--- src/rtl/uart_pkg.sv ---
// Shared UART arbiter types and frame constants.
package uart_pkg;

  localparam int unsigned UART_FRAME_BITS   = 10;
  localparam int unsigned UART_CLKS_PER_BIT = 868;

  typedef enum logic [1:0] {
    ST_IDLE  = 2'd0,
    ST_START = 2'd1,
    ST_WAIT  = 2'd2
  } arb_state_e;

endpackage

--- src/rtl/uart_tx_arbiter_if.sv ---
// Producer-side and transmitter-side signals of the UART TX arbiter.
interface uart_tx_arbiter_if #(
  parameter int unsigned N_REQ = 4
);
  localparam int unsigned ID_W = $clog2(N_REQ);

  logic [N_REQ-1:0]   req_valid_i;
  logic [8*N_REQ-1:0] req_data_i;
  logic [N_REQ-1:0]   req_ready_o;
  logic [7:0]         tx_data_o;
  logic               tx_start_o;
  logic               busy_o;
  logic [ID_W-1:0]    grant_id_o;
  logic               done_o;

  modport master (
    output req_valid_i, req_data_i,
    input  req_ready_o, tx_data_o, tx_start_o, busy_o, grant_id_o, done_o
  );

  modport slave (
    input  req_valid_i, req_data_i,
    output req_ready_o, tx_data_o, tx_start_o, busy_o, grant_id_o, done_o
  );
endinterface

--- src/rtl/uart_rr_picker.sv ---
// Combinational one-hot winner selection: round-robin after last_i by default,
// lowest-index fixed priority when UART_ARB_FIXED_PRIO_EN is defined.
module uart_rr_picker #(
  parameter int unsigned N_REQ = 4
) (
  input  logic [N_REQ-1:0]         valid_i,
`ifndef UART_ARB_FIXED_PRIO_EN
  input  logic [$clog2(N_REQ)-1:0] last_i,
`endif
  output logic                     any_o,
  output logic [N_REQ-1:0]         win_oh_o,
  output logic [$clog2(N_REQ)-1:0] win_id_o
);
  localparam int unsigned ID_W = $clog2(N_REQ);

`ifdef UART_ARB_FIXED_PRIO_EN
  // Scan high to low so the lowest valid index is the last one written.
  always_comb begin
    any_o    = |valid_i;
    win_oh_o = '0;
    win_id_o = '0;
    for (int i = int'(N_REQ) - 1; i >= 0; i--) begin
      if (valid_i[ID_W'(i)]) begin
        win_oh_o             = '0;
        win_oh_o[ID_W'(i)]   = 1'b1;
        win_id_o             = ID_W'(i);
      end
    end
  end
`else
  // Scan farthest to nearest from last_i+1 so the nearest valid index wins.
  always_comb begin
    int idx;
    any_o    = |valid_i;
    win_oh_o = '0;
    win_id_o = '0;
    for (int k = int'(N_REQ); k >= 1; k--) begin
      idx = (int'(last_i) + k) % int'(N_REQ);
      if (valid_i[ID_W'(idx)]) begin
        win_oh_o             = '0;
        win_oh_o[ID_W'(idx)] = 1'b1;
        win_id_o             = ID_W'(idx);
      end
    end
  end
`endif

endmodule

--- src/rtl/uart_tx_arbiter.sv ---
// Shares one UART transmitter between N_REQ byte producers and times each frame.
// Arbitration is round-robin unless UART_ARB_FIXED_PRIO_EN is defined.
module uart_tx_arbiter
  import uart_pkg::*;
#(
  parameter int unsigned N_REQ        = 4,
  parameter int unsigned CLKS_PER_BIT = UART_CLKS_PER_BIT,
  parameter int unsigned FRAME_BITS   = UART_FRAME_BITS
) (
  input logic              clk_i,
  input logic              rstb_i,
  uart_tx_arbiter_if.slave bus
);
  localparam int unsigned ID_W         = $clog2(N_REQ);
  localparam int unsigned FRAME_CYCLES = CLKS_PER_BIT * FRAME_BITS;
  localparam int unsigned CNT_W        = $clog2(FRAME_CYCLES);

  arb_state_e       state_q, state_d;
  logic [CNT_W-1:0] cnt_q, cnt_d;
  logic [7:0]       tx_data_q, tx_data_d;
  logic [ID_W-1:0]  grant_q, grant_d;
  logic             busy_q, busy_d;
  logic             tx_start_q, tx_start_d;
  logic             done_q, done_d;
  logic [N_REQ-1:0] ready_c;

  logic             any_c;
  logic [N_REQ-1:0] win_oh_c;
  logic [ID_W-1:0]  win_id_c;

`ifndef UART_ARB_FIXED_PRIO_EN
  logic [ID_W-1:0]  last_q, last_d;
`endif

  uart_rr_picker #(.N_REQ(N_REQ)) u_picker (
    .valid_i  (bus.req_valid_i),
`ifndef UART_ARB_FIXED_PRIO_EN
    .last_i   (last_q),
`endif
    .any_o    (any_c),
    .win_oh_o (win_oh_c),
    .win_id_o (win_id_c)
  );

  // Next-state and registered-output logic.
  always_comb begin
    state_d    = state_q;
    cnt_d      = cnt_q;
    tx_data_d  = tx_data_q;
    grant_d    = grant_q;
    busy_d     = busy_q;
    tx_start_d = 1'b0;
    done_d     = 1'b0;
    ready_c    = '0;
`ifndef UART_ARB_FIXED_PRIO_EN
    last_d     = last_q;
`endif
    case (state_q)
      ST_IDLE: begin
        if (any_c) begin
          ready_c    = win_oh_c;
          tx_data_d  = 8'(bus.req_data_i >> (8 * win_id_c));
          grant_d    = win_id_c;
          busy_d     = 1'b1;
          tx_start_d = 1'b1;
          state_d    = ST_START;
`ifndef UART_ARB_FIXED_PRIO_EN
          last_d     = win_id_c;
`endif
        end
      end
      ST_START: begin
        cnt_d   = CNT_W'(FRAME_CYCLES - 1);
        state_d = ST_WAIT;
      end
      ST_WAIT: begin
        if (cnt_q == '0) begin
          busy_d  = 1'b0;
          state_d = ST_IDLE;
        end else begin
          cnt_d = cnt_q - CNT_W'(1);
        end
        // done is registered, so it is raised one count early to land on cnt==0.
        if (cnt_q == CNT_W'(1)) done_d = 1'b1;
      end
      default: state_d = ST_IDLE;
    endcase
  end

  always_ff @(posedge clk_i or negedge rstb_i) begin
    if (!rstb_i) begin
      state_q    <= ST_IDLE;
      cnt_q      <= '0;
      tx_data_q  <= '0;
      grant_q    <= '0;
      busy_q     <= 1'b0;
      tx_start_q <= 1'b0;
      done_q     <= 1'b0;
    end else begin
      state_q    <= state_d;
      cnt_q      <= cnt_d;
      tx_data_q  <= tx_data_d;
      grant_q    <= grant_d;
      busy_q     <= busy_d;
      tx_start_q <= tx_start_d;
      done_q     <= done_d;
    end
  end

`ifndef UART_ARB_FIXED_PRIO_EN
  always_ff @(posedge clk_i or negedge rstb_i) begin
    if (!rstb_i) last_q <= ID_W'(N_REQ - 1);
    else         last_q <= last_d;
  end
`endif

  // Ready is forced low while reset is held so no byte is acknowledged in reset.
  assign bus.req_ready_o = ready_c & {N_REQ{rstb_i}};
  assign bus.tx_data_o   = tx_data_q;
  assign bus.tx_start_o  = tx_start_q;
  assign bus.busy_o      = busy_q;
  assign bus.grant_id_o  = grant_q;
  assign bus.done_o      = done_q;

endmodule

--- src/flat_wrapper.sv ---
// flat-port wrapper written by rule: the top's interface ports become plain ports
module uart_tx_arbiter_flat import uart_pkg::*;
#(
  parameter int unsigned N_REQ        = 4,
  parameter int unsigned CLKS_PER_BIT = UART_CLKS_PER_BIT,
  parameter int unsigned FRAME_BITS   = UART_FRAME_BITS
)
  (clk_i, rstb_i, bus_req_valid_i, bus_req_data_i, bus_req_ready_o, bus_tx_data_o, bus_tx_start_o, bus_busy_o, bus_grant_id_o, bus_done_o);
  uart_tx_arbiter_if #(.N_REQ(N_REQ)) bus_i ();
  input logic clk_i;
  input logic rstb_i;
  input wire logic [$bits(bus_i.req_valid_i)-1:0] bus_req_valid_i;
  input wire logic [$bits(bus_i.req_data_i)-1:0] bus_req_data_i;
  output wire logic [$bits(bus_i.req_ready_o)-1:0] bus_req_ready_o;
  output wire logic [$bits(bus_i.tx_data_o)-1:0] bus_tx_data_o;
  output wire logic [$bits(bus_i.tx_start_o)-1:0] bus_tx_start_o;
  output wire logic [$bits(bus_i.busy_o)-1:0] bus_busy_o;
  output wire logic [$bits(bus_i.grant_id_o)-1:0] bus_grant_id_o;
  output wire logic [$bits(bus_i.done_o)-1:0] bus_done_o;
  assign bus_i.req_valid_i = bus_req_valid_i;
  assign bus_i.req_data_i = bus_req_data_i;
  assign bus_req_ready_o = bus_i.req_ready_o;
  assign bus_tx_data_o = bus_i.tx_data_o;
  assign bus_tx_start_o = bus_i.tx_start_o;
  assign bus_busy_o = bus_i.busy_o;
  assign bus_grant_id_o = bus_i.grant_id_o;
  assign bus_done_o = bus_i.done_o;
  uart_tx_arbiter #(.N_REQ(N_REQ), .CLKS_PER_BIT(CLKS_PER_BIT), .FRAME_BITS(FRAME_BITS)) u_core (.clk_i(clk_i), .rstb_i(rstb_i), .bus(bus_i));
endmodule
--- config.mk ---
export PLATFORM = sky130hd
export DESIGN_NAME = uart_tx_arbiter_flat
export DESIGN_NICKNAME = d
export VERILOG_FILES = /design/src/rtl/uart_pkg.sv /design/src/rtl/uart_tx_arbiter_if.sv /design/src/rtl/uart_rr_picker.sv /design/src/rtl/uart_tx_arbiter.sv /design/src/flat_wrapper.sv
export SDC_FILE = /design/constraint.sdc
export NUM_CORES = 1
export LEC_CHECK = 0
export CAP_MARGIN = 10
export CORE_MARGIN = 2
export CORE_UTILIZATION = 38
export CTS_BUF_LIST = sky130_fd_sc_hd__clkbuf_8
export DETAILED_ROUTE_END_ITERATION = 10
export GPL_ROUTABILITY_DRIVEN = 0
export PLACE_DENSITY = 0.76
export REMOVE_ABC_BUFFERS = 1
export SYNTH_ARGS = -nofsm -noshare
export SYNTH_HDL_FRONTEND = slang
export SYNTH_SLANG_ARGS = --single-unit
--- constraint.sdc ---
create_clock -name clk_i -period 6.5 [get_ports clk_i]
set_input_delay 0.975 -clock clk_i [delete_from_list [all_inputs] [get_ports clk_i]]
set_output_delay 0.975 -clock clk_i [all_outputs]
set_load 0.005 [all_outputs]
==> summary.md <==
| Metric | Value |
|---|---|
| Status | completed |
| Logic pwr share | 61.7% |
| Post-placement cell count | 346 |
| Number of synthesized flops with an enable pin | 0 |
| Full die area | 6320 µm² |
| Synth warn | 0 |
| Reg2reg path depth | 7 |
| Reg2reg start | u_core.last_q[0] |
| FF+latch area | 778 µm² |
| Final cycle utilization of the critical path | 71.9% |
| Core area | 5510 µm² |
| Clock Tree Buf Depth | 2 |
| Leakage power | 0.00116 µW |
| Asr flop ratio synth | 100% |
| DR vias | 1954 |
| Post-cts repair resize count | 0 |
| Num CTS Buffers | 5 |
| Critical path class | register to output port |
| Post-Syn Instances | 228 |
| Cell Area, Placed | 2750 µm² |
| Hold buffer count at cts | 0 |
| Largest net degree at the start of global routing | 33 |
| Seq/Total Area, Yosys | 35.9% |
| Switching pwr | 565 µW |
| P_int | 689 µW |
| CTS tree | done |
| Startpoint Class | register |
| CTS root buffer | clkbuf_8 |
| Avg WL per Cell | 14.8 µm |
| Setup Fix Bufs, Post-CTS | 0 |
| Port Buffers | 54 |
| Area growth, synth to finish | 30.5% |
| Sw Ratio | 45.0% |
| Crit-path cells | inv_1 -> ha_1 -> mux4_2 -> and2b_1 -> o211ai_1 -> a21oi_1 -> o22ai_1 -> a21oi_1 -> clkdlybuf4s50_1 |
| Share of layout cells above drive strength 1 | 7.80% |
| CP Max Fanout | 21 |
| First-pass GRT wire length | 8430 µm |
| Critical R2R Capture | u_core.bus.tx_data_o[1] |
| Setup-failing EPs final | 0 |
| Final Cell Area | 2830 µm² |
| Fillers | 511 |
| RSZ-0062 raised after global routing | false |
| Yosys top cell by area | dfrtp_1 |
| Synth Cell Area | 2170 µm² |
| Vias/cell | 5.52 |
| Vias in the first global route | 1854 |
| Max Cap Violations | 0 |
| Initial antenna violation count | 0 |
| Clock transition at the registers of the reported paths | 60 ps |
| Clk network pwr share | 11.2% |
| Leading post-synthesis cells by cell area | dfrtp_1, mux2i_1, ha_1, a211oi_1, nand2_1 |
| CP required | 5520 ps |
| Row Count | 27 |
| VDD IR max | 228 µV |
| Max_slew headroom | 35.7% |
| Post-detail-place hpwl | 3820 µm |
| Final Non-Filler Cells | 354 |
| Hold slack | 496 ps |
| Final min period | 4680 ps |
| Worst-Skew Late Latency | 280 ps |
| Post-layout nets | 329 |
| Critical Path Max Stage Delay | 840 ps |
| Area of the multi-input gates | 1280 µm² |
| Worst hold path class | register to register |
| #FFs+latches synth | 31 |
| Seq pwr share | 27.1% |
| Share of the synthesized area in the top cell type | 33.5% |
| Worst Path Arrival | 3700 ps |
| Yosys cell types | 51 |
| Remaining DRCs | 0 |
| IO Count | 55 |
| Most frequent cells in the layout | clkdlybuf4s50_1, dfrtp_1, nand2_1 |
| Commonest non-fill, non-tap cell in the layout | clkdlybuf4s50_1 |
| Critical Path End Type | output port |
| Final hold vios | 0 |
| Die width | 79.5 µm |
| CTS sink cnt | 31 |
| Clock Skew | 5.41 ps |
| Fmax | 0.214 GHz |
| Antenna-violating nets left | 0 |
| Initial Util | 39.4% |
| Worst reg2reg setup slack | 2890 ps |
| Setup TNS | 0 ps |
| Worst slew pin tran | 960 ps |
| Starting DRT DRC Count | 154 |
| Hold depth | 2 |
| # diodes | 0 |
| Slowest cell on crit path | dfstp_2 |
| Tot GR Track Use | 16.8% |
| Routed WL | 5230 µm |
| Syn_area_per_cell | 9.50 µm² |
| CTS H-tree lvls | 2 |
| Critical Path Source | u_core.last_q[0] |
| Main synth FF type | dfrtp_1 |
| Setup crit end | bus_req_ready_o[3] |
| Max-slew violation count | 0 |
| Crit path top cell by count | a21oi_1 |
| Die Span Y | 79.5 µm |
| Total gr overflow | 0 |
| Cell Pwr Density | 443 nW/µm² |
| 1st-pass router iterations | 4 |
## power by group through the flow
stage                     sequential (µW)  combinational, µW  clock (µW)
after floorplan                       328                535           0
after global placement                338                754           0
after detailed placement              340                769           0
after CTS                             338                771         145
after global routing                  351                845         154
final                                 340                774         140
## layout make-up
cell class	instances	area share [%]
sequential	31	27.5
clock inverter	3	0.442
multi-input combinational	176	45.4
tap	72	3.19
timing repair buffer	55	19.4
clock buffer	5	2.43
inverter	12	1.59
## metrics by stage
stage,utilization [%],worst slack (ps),power (µW)
floorplan,-,2980,864
global placement,49.9,2140,1090
detailed placement,49.9,2110,1110
CTS,51.4,1860,1250
global route,51.4,1610,1350
finish,51.4,1820,1250
## sequential cells by signal, summed over array words and instances, names as in the netlist
name / flops
u_core.last_q: 2
u_core.bus.tx_data_o: 8
u_core.bus.done_o: 1
u_core.bus.tx_start_o: 1
u_core.bus.grant_id_o: 2
u_core.state_q: 2
u_core.bus.busy_o: 1
u_core.cnt_q: 14
## cells in the mapped netlist, types with 2 or more instances
master,count
nor2_1,17
or3_1,2
o22ai_1,2
nor4_1,5
a211oi_1,12
xor2_1,6
mux4_2,2
nor2b_1,3
nand2b_1,3
nand2_1,24
o221ai_1,5
dfstp_2,2
nand4_1,2
a21oi_1,12
inv_1,12
a31o_2,3
mux2i_1,15
dfrtp_1,29
a21oi_4,2
o21ai_0,14
nand3_1,11
mux2_2,2
ha_1,10
clkbuf_1,5
a22oi_1,2
## critical path, delay by kind of cell, from the launching register on
family | cells | cell delay [ps]
flops | 1 | 840
buf+inv | 2 | 740
fa+ha+maj | 1 | 600
compound gates | 4 | 550
mux | 1 | 430
simple gates | 1 | 270
## logic make-up after synthesis
logic type / after synthesis / synth area share, %
xor+xnor: 7 / 2.83
simple gates: 74 / 17.3
mux: 21 / 12.4
fa+ha+maj: 10 / 5.77
compound gates: 64 / 21.0
flops: 31 / 35.9
buf+inv: 21 / 4.79
## metal layers
metal	GRT usage, %	wire length, µm	vias up
li1	-	-	952
met1	21.9	2340	916
met2	27.7	2420	80
met3	3.96	396	6
met4	4.83	68	0
met5	0	0	-
## worst min-delay path by stage
stage / slack, ps / to / startpoint
floorplan: 450 / u_core.cnt_q[12] / u_core.cnt_q[12]
global placement: 470 / u_core.bus.busy_o / u_core.bus.busy_o
detailed placement: 480 / u_core.bus.tx_data_o[1] / u_core.bus.tx_data_o[1]
CTS: 500 / u_core.cnt_q[11] / u_core.cnt_q[11]
finish: 500 / u_core.bus.tx_data_o[5] / u_core.bus.tx_data_o[5]
global route: 520 / u_core.cnt_q[11] / u_core.cnt_q[11]
Power figures use the tool's default switching activity.
